File: config.mk
export PLATFORM = sky130hd
export DESIGN_NAME = axis_corr_sched
export DESIGN_NICKNAME = d
export VERILOG_FILES = /design/src/rtl/axis_corr_sched.sv
export SDC_FILE = /design/constraint.sdc
export NUM_CORES = 1
export LEC_CHECK = 0
export CAP_MARGIN = 20
export CORE_AREA = 8 8 306 308
export DETAILED_ROUTE_END_ITERATION = 16
export DIE_AREA = 0 0 314 316
export DONT_BUFFER_PORTS = 1
export SYNTH_ARGS = -nofsm -noshare
export SYNTH_HDL_FRONTEND = slang
export SYNTH_SLANG_ARGS = --single-unit
File: constraint.sdc
create_clock -name clk -period 3.08 [get_ports clk]
set_clock_uncertainty 0.05 [all_clocks]
set_input_delay 0.616 -clock clk [delete_from_list [all_inputs] [get_ports clk]]
set_output_delay 0.616 -clock clk [all_outputs]
set_load 0.03 [all_outputs]
File: src/rtl/axis_corr_sched.sv
// Correlator bank scheduler: broadcasts input beats to enabled lanes and
// collects one result per enabled lane, in ascending lane order, onto a tagged stream.
module axis_corr_sched #(
   parameter int NUM_CORR     = 4,
   parameter int SLAVE_WIDTH  = 64,
   parameter int MASTER_WIDTH = 128,
   parameter int MAX_PENDING  = 4
) (
   input  logic                             clk,
   input  logic                             rst,
   input  logic                             s_axis_tvalid,
   output logic                             s_axis_tready,
   input  logic [SLAVE_WIDTH-1:0]           s_axis_tdata,
   output logic [NUM_CORR-1:0]              c_axis_tvalid,
   input  logic [NUM_CORR-1:0]              c_axis_tready,
   output logic [SLAVE_WIDTH-1:0]           c_axis_tdata,
   input  logic [NUM_CORR-1:0]              r_axis_tvalid,
   output logic [NUM_CORR-1:0]              r_axis_tready,
   input  logic [NUM_CORR*MASTER_WIDTH-1:0] r_axis_tdata,
   output logic                             m_axis_tvalid,
   input  logic                             m_axis_tready,
   output logic [MASTER_WIDTH-1:0]          m_axis_tdata,
   output logic [3:0]                       m_axis_tuser,
   output logic                             m_axis_tlast,
   input  logic                             cfg_valid,
   output logic                             cfg_ready,
   input  logic [NUM_CORR-1:0]              cfg_mask,
   output logic [3:0]                       pending
);

   localparam int IW = (NUM_CORR > 1) ? $clog2(NUM_CORR) : 1;

   typedef enum logic {IDLE, SCAN} state_t;

   state_t              state;
   logic [NUM_CORR-1:0] mask_q;
   logic [NUM_CORR-1:0] acc;
   logic [IW-1:0]       idx;
   logic [IW-1:0]       lo;
   logic [IW-1:0]       hi;
   logic [IW-1:0]       nxt;
   logic                room;
   logic                s_hs;
   logic                out_free;
   logic                sel_rdy;
   logic                r_hs;
   logic                done;
   logic [3:0]          pend_nxt;

   assign room          = pending < 4'(MAX_PENDING);
   assign c_axis_tvalid = {NUM_CORR{s_axis_tvalid & room}} & mask_q & ~acc;
   assign c_axis_tdata  = s_axis_tdata;
   assign s_axis_tready = room & (|mask_q) & (&(acc | c_axis_tready | ~mask_q));
   assign s_hs          = s_axis_tvalid & s_axis_tready;

   // lowest, highest and next-above-idx enabled lanes
   always_comb begin
      lo  = '0;
      hi  = '0;
      nxt = '0;
      for (int j = NUM_CORR - 1; j >= 0; j--) begin
         if (mask_q[j]) lo = IW'(j);
         if (mask_q[j] && j > int'(idx)) nxt = IW'(j);
      end
      for (int j = 0; j < NUM_CORR; j++) begin
         if (mask_q[j]) hi = IW'(j);
      end
   end

   assign out_free = ~m_axis_tvalid | m_axis_tready;
   assign sel_rdy  = (state == SCAN) & out_free & mask_q[idx];
   assign r_hs     = sel_rdy & r_axis_tvalid[idx];
   assign done     = r_hs & (idx == hi);
   assign pend_nxt = pending + {3'b000, s_hs} - {3'b000, done};

   always_comb begin
      r_axis_tready      = '0;
      r_axis_tready[idx] = sel_rdy;
   end

   assign cfg_ready = (pending == 4'd0) & (acc == '0) & (state == IDLE)
                    & ~m_axis_tvalid;

   always_ff @(posedge clk) begin
      if (rst) begin
         state         <= IDLE;
         mask_q        <= '1;
         acc           <= '0;
         idx           <= '0;
         pending       <= '0;
         m_axis_tvalid <= 1'b0;
         m_axis_tdata  <= '0;
         m_axis_tuser  <= '0;
         m_axis_tlast  <= 1'b0;
      end else begin
         if (cfg_valid && cfg_ready) mask_q <= cfg_mask;
         if (s_hs) acc <= '0;
         else      acc <= acc | (c_axis_tvalid & c_axis_tready);
         pending <= pend_nxt;
         if (r_hs) begin
            m_axis_tvalid <= 1'b1;
            m_axis_tdata  <= r_axis_tdata[int'(idx)*MASTER_WIDTH +: MASTER_WIDTH];
            m_axis_tuser  <= 4'(idx);
            m_axis_tlast  <= (idx == hi);
         end else if (m_axis_tready) begin
            m_axis_tvalid <= 1'b0;
         end
         unique case (state)
            IDLE: begin
               if (pending != 4'd0) begin
                  state <= SCAN;
                  idx   <= lo;
               end
            end
            SCAN: begin
               if (done) begin
                  idx   <= lo;
                  state <= (pend_nxt != 4'd0) ? SCAN : IDLE;
               end else if (r_hs) begin
                  idx <= nxt;
               end
            end
            default: state <= IDLE;
         endcase
      end
   end

endmodule

==> impl_metrics.py <==
metrics = {
    "setup_path": {
        "path_cells": "buf_4, nand2_1, nor2_1",
        "cp_data_required_time_ns": 2.41,
        "rr_endpoint": "state",
        "r2r_slack_ns": 0.38,
        "crit_path_end_kind": "output port",
        "crit_slowest_cell": "buf_4",
        "critPathMaxFanout": 62,
        "worstSetupStartpointType": "flop",
        "worst-setup-path-type": "flop to output port",
        "critPathArrivalTime_ns": 2.12,
        "max_stage_delay_ns": 0.57,
        "reg2reg_depth": 11,
        "rr_startpoint": "idx[0]",
    },
    "placed_design": {
        "place_congestion": 0.833,
        "io_buffer_count": 0,
        "dpl.hpwl_um": 44800,
        "dpl_cell_area_um2": 9940,
    },
    "hold_path": {
        "hold_path.startpoint": "rst",
        "min_to": "m_axis_tdata[27]",
        "min_path_cells": 1,
        "hold_class": "input port to flop",
    },
    "global_route": {
        "gr-usage-all-layers": 0.0996,
        "grt_pass1_vias": 7417,
        "grt_pass1_wl_um": 66900,
        "antenna_found_initial": 58,
        "grt_max_degree": 146,
        "overflow": 0,
    },
    "synthesis": {
        "ys_ff_latch": 147,
        "synth_edf_count": 0,
        "synth_top_area_share": 0.321,
        "async_flop_share": 0,
        "ys_types": 46,
        "ys.flop_type": "dfxtp_1",
        "yosys.area.top_type": "dfxtp_1",
        "synthesis.area_um2": 9170,
        "synth_area_per_cell_um2": 9.80,
        "synth.area.top_cells": "dfxtp_1 32%, mux4_2 32%, nand2_1 11%, a21oi_1 7.4%, buf_4 6.3%",
        "synth.yosys.seq_area_share": 0.321,
        "syn_inst": 935,
        "yosysWarningCount": 0,
    },
    "cells_and_area": {
        "mostFrequentLayoutCells": "265 x nand2_1, 145 x dfxtp_1, 135 x a21oi_1",
        "drive_above_1_share": 0.234,
        "final_common_cell": "nand2_1",
        "final_area_um2": 10600,
        "fin_util": 0.119,
        "layout.nets": 1431,
        "syn2layout_area_growth_pct": 15.9,
    },
    "clocking": {
        "insertion_delay_ns": 0.49,
        "post_cts_resized": 0,
        "hold_buffers": 0,
        "cts.sinks": 147,
        "clk_pin_slew_ns": 0.07,
        "cts_tree": "done",
        "clock_tree.buffer_depth": 2,
        "htreeDepth": 4,
        "cts_post_setup_buffers_inserted": 0,
        "cts-root-buf": "clkbuf_16",
        "cts_buffers": 17,
    },
    "detailed_routing": {
        "num_vias": 7411,
        "wl_met1_um": 18600,
        "final_antenna_net_count": 0,
        "drc": 0,
        "maxUsedRoutingLayer": "met5",
        "first_pass_iters": 5,
        "drt_iter0_markers": 587,
        "vias_per_cell": 3.62,
        "met2WireLength_um": 22900,
        "route.met3.wl_um": 8870,
        "routedWlPerCell_um": 25.7,
        "wl_um": 52600,
    },
    "power": {
        "p_comb_frac": 0.338,
        "ir_drop_uv": 411,
        "netSwitchingPower_mw": 3.27,
        "p_sw_frac": 0.402,
        "powerDensity_nw_per_um2": 766,
        "leakage_nw": 2.94,
        "p_int_mw": 4.87,
        "p_seq_frac": 0.375,
        "clock_power_share": 0.288,
    },
    "timing": {
        "fmax_ghz": 0.359,
        "hold_slack_ns": 0.157,
        "rsz0062_at_grt": "false",
        "worstMarginPinSlew_ns": 1.12,
        "fin_setup_tns_ns": 0,
        "min_period_over_period": 0.905,
        "fin_crit_ns": 2.79,
        "maxSlewViolCount": 0,
        "setup_viol": 0,
        "relSlewSlack": 0.251,
        "hold_violations": 0,
    },
    "die": {
        "die_area_um2": 99200,
        "rows": 110,
        "coreArea_um2": 89000,
        "die_h_um": 316,
        "num_io_pins": 805,
        "start_util": 0.103,
        "die_x_um": 314,
    },
    "job": {
        "cap_violations": 0,
    },
    "outcome": {
        "outcome": "complete, no violations",
    },
}
kinds of logic after synthesis:
| group | after synthesis | share of synthesized area |
|---|---|---|
| fa+ha+maj | 6 | 0.00901 |
| flops | 147 | 0.321 |
| buf+inv | 158 | 0.108 |
| xor+xnor | 2 | 0.00191 |
| mux | 129 | 0.317 |
| compound gates | 161 | 0.0939 |
| other cells | 1 | 0.000409 |
| simple gates | 331 | 0.149 |
critical path, delay by kind of cell, from the launching register on:
kind                   cells  cell delay (ns)
DFF                        1             0.38
buffers and inverters      1             0.57
and+or+nand+nor            2             0.68
registers in the layout, indices dropped and copies added, names as in the netlist:
| signal | flops |
|---|---|
| m_axis_tdata | 128 |
| acc | 4 |
| mask_q | 4 |
| pending | 4 |
| idx | 2 |
| m_axis_tuser | 2 |
| m_axis_tlast | 1 |
| m_axis_tvalid | 1 |
| state | 1 |
layer usage:
layer / up-vias / track usage
met5: - / 0.0143
met4: 16 / 0.0531
met3: 113 / 0.0712
met2: 676 / 0.144
met1: 3507 / 0.106
li1: 3099 / -
power by group through the flow:
stage / Combinational, mW / Clock [mW] / Sequential (mW)
after floorplan: 2.46 / 0 / 2.94
after global placement: 2.74 / 0 / 3.10
after detailed placement: 2.77 / 0 / 3.10
after CTS: 2.77 / 2.49 / 3.06
after global routing: 2.99 / 2.54 / 3.10
final: 2.75 / 2.34 / 3.05
synthesized netlist by cell type, types with 2 or more instances:
master    instances
nand2_1         265
dfxtp_1         147
a21oi_1         135
mux4_2          129
buf_4            77
clkbuf_1         39
nor2_1           31
buf_2            19
buf_6            11
inv_1            11
nand2_2           6
a211o_1           5
a31oi_1           5
ha_1              5
a22oi_1           4
nand2b_1          4
o21ai_0           4
nor4_1            3
a211oi_1          2
and2_1            2
nand3_1           2
nand4b_1          2
nor2b_1           2
nor3_1            2
nor3b_1           2
through the flow:
step	power, mW	worst slack, ns	cells
detailed placement	5.87	0.154	1989
CTS	8.33	0.156	2021
finish	8.14	0.293	2047
floorplan	5.41	0.00523	936
global route	8.63	0.102	2037
global placement	5.84	0.179	1989
worst max-delay path by stage:
stage,startpoint,end,slack (ns),cells after the start
floorplan,r_axis_tvalid[2],state,0.005,14
global placement,r_axis_tvalid[3],state,0.18,12
detailed placement,r_axis_tvalid[0],state,0.15,12
CTS,idx[1],r_axis_tready[3],0.16,3
global route,idx[1],r_axis_tready[3],0.10,3
finish,idx[1],r_axis_tready[3],0.29,3
cell type report:
| cell class | count | area, um^2 |
|---|---|---|
| Clock buffer | 19 | 453 |
| Multi-Input combinational cell | 631 | 5240 |
| Sequential cell | 147 | 2950 |
| Timing Repair Buffer | 24 | 230 |
| Clock inverter | 13 | 173 |
| Fill cell | 10100 | 78400 |
| Antenna cell | 26 | 65.1 |
| Tap cell | 1176 | 1470 |
| Inverter | 11 | 41.3 |
Note: power is estimated with default switching activity, not from simulation.
==> patch (same flow settings) <==
`pending` no longer has a reset.
--- a/src/rtl/axis_corr_sched.sv
+++ b/src/rtl/axis_corr_sched.sv
@@ -89,3 +89,2 @@
          idx           <= '0;
-         pending       <= '0;
          m_axis_tvalid <= 1'b0;
@@ -98,3 +97,2 @@
          else      acc <= acc | (c_axis_tvalid & c_axis_tready);
-         pending <= pend_nxt;
          if (r_hs) begin
@@ -127,2 +125,6 @@
 
+   always_ff @(posedge clk) begin
+      pending <= pend_nxt;
+   end
+
 endmodule
Function: differs if rst is asserted again (counterexample within 4 cycles, from zero or initial values and one cycle with rst high); with rst held inactive, the same outputs for 4 cycles.
==> patch against the original RTL <==
Setup slack lost 0.048 ns. Routed wire length is 16% lower. Area after synthesis decreased by 0.31%. Worst hold slack got worse by 0.0052 ns. Sequential cell count did not move. Maximum frequency down 1.7%. Cell area shrank 0.59%. Power increased by 3.3%. Critical path type is now register to register. Critical endpoint is now state.
==> patch: results (changes against the original RTL) <==
| Metric | Value |
|---|---|
| Status | completed |
| P_int | 4.97 mW (+2.1%) |
| Main synth FF type | dfxtp_1 |
| Critical path's top delay family | adder cells |
| Met3 GRT Util | 5.34% (-1.8 points) |
| Worst-Skew Late Latency | between 0.4 and 0.5 ns |
| Nets | 1,430 (-0.070%) |
| Slowest stage delay, CP | 0.50 ns (-0.07 ns) |
| Iteration count of the initial detailed-routing pass | 5 (unchanged) |
| Initial drt markers | 552 (-6.0%) |
| CTS H-tree lvls | 4 (unchanged) |
| Syn. warnings | 0 (unchanged) |
| Data arrival, critical path | 3.15 ns (+1.03 ns) |
| Worst vdd ir | 0.424 mV (+3.2%) |
| CTS Buf Count | 17 (unchanged) |
| Slew Viols, Final | 0 (unchanged) |
| GRT met1 Usage | 8.29% (-2.3 points) |
| Post CTS Setup Buffer Count | 0 (unchanged) |
| Via density | 3.58 (-1.1%) |
| Ys async rst share | 0% (unchanged) |
| Busiest grt layer | met2 |
| CP max FO | 4 (-94%) |
| Clk root buf | clkbuf_16 |
| Most flops, register | m_axis_tdata |
| Max reg flops | 128 (unchanged) |
| Global route overflow | 0 (unchanged) |
| Sequential-to-total area share from yosys stat | 32.2% (+0.10 points) |
| Vias | 7,241 (-2.3%) |
| Post-Place Worst Slack | 0.0438 ns (-0.111 ns) |
| Top cells by area, synth | dfxtp_1 32%, mux4_2 32%, nand2_1 11% |
| Vias in the first global route | 7,382 (-0.47%) |
| Tightest Pin Transition | 1.06 ns (-0.0591 ns) |
| First-pass GRT wire length | 58.8 mm (-12%) |
| Gr usage total | 8.37% (-1.6 points) |
| Post-synth cell types | 42 (-8.7%) |
| Critical-path top delay cell | mux4_2 |
| Cells after Synth | 932 (-0.32%) |
| Placed Cells | 1,988 (-0.050%) |
| Grt met2 use | 13.6% (-0.82 points) |
| Placement Cell Area | 9930 µm² (-0.10%) |
| Initial antenna violation count | 21 (-64%) |
| Drt total wl | 44.3 mm (-16%) |
| Clk buf depth | 2 (unchanged) |
| Routability cong. | 0.791 (-5.1%) |
| Post-DP HPWL | 37.1 mm (-17%) |
| Top cells by count, synth | 271 x nand2_1, 147 x dfxtp_1, 135 x a21oi_1, 129 x mux4_2, 77 x buf_4 |
| Largest net degree at the start of global routing | 142 (-2.7%) |
| IO buf count | 0 (unchanged) |
| Reg clk slew, reported paths | 0.07 ns (about the same) |
| Min-delay worst type | input port to register |
| Share of cells above drive strength 1 | 23.7% (+0.26 points) |
| Leakage | 3.11 nW (+5.7%) |
## patch: cell count changes in the layout (fill, tap and decap cells not counted), sizes merged
cell	unedited run	this run
diode	26	2
or2	1	0
a41oi	1	0
nor2	33	29
a211oi	2	3
inv	15	13
clkinv	4	5
nor2b	2	1
clkbuf	20	21
buf	23	27
nor4	3	4
## patch: area by class of cell
class	instances	area, µm²
antenna	2	5.00
fill	10100	78500
clock buffer	21	480
inverter	12	45.0
timing repair buffer	27	240
clock inverter	11	150
tap	1176	1470
sequential	147	2950
multi-input combinational	626	5220
## patch: final timing paths
kind,from,to,slack [ns],cells after the start
max,mask_q[2],state,0.24,12
max reg2reg,mask_q[2],state,0.24,12
min reg2reg,mask_q[3],mask_q[3],0.49,1
min,rst,m_axis_tdata[49],0.15,1
## patch: power by group through the flow
| stage | combinational (mW) | sequential [mW] | clock [mW] |
|---|---|---|---|
| 5_1_grt | 3.08 | 3.34 | 2.54 |
| 4_1_cts | 2.84 | 3.30 | 2.45 |
| 3_5_place_dp | 2.83 | 3.34 | 0 |
| 6_report | 2.81 | 3.28 | 2.32 |
| 3_3_place_gp | 2.78 | 3.34 | 0 |
| 2_1_floorplan | 2.52 | 3.17 | 0 |
## patch: cells by family after synthesis
group,after synthesis,share of synthesized area (%)
buffers and inverters,160,10.9
AOI/OAI and AO/OA,161,9.41
muxes,129,31.8
DFF,147,32.2
xor gates and xnor gates,2,0.192
other,1,0.0410
adders and majority gates,6,0.904
and+or+nand+nor,326,14.5
## patch: metal layers
layer / part of all wire, % / vias to the layer above
met5: 0.14 / -
met3: 16 / 79
li1: - / 3065
met4: 3.7 / 10
met2: 48 / 620
met1: 33 / 3467
## patch: timing repair
item / CTS / global route
hold endpoints to repair: 0 / 0
endpoints found under the setup margin: 0 / 1
gates resized for setup: 0 / 2
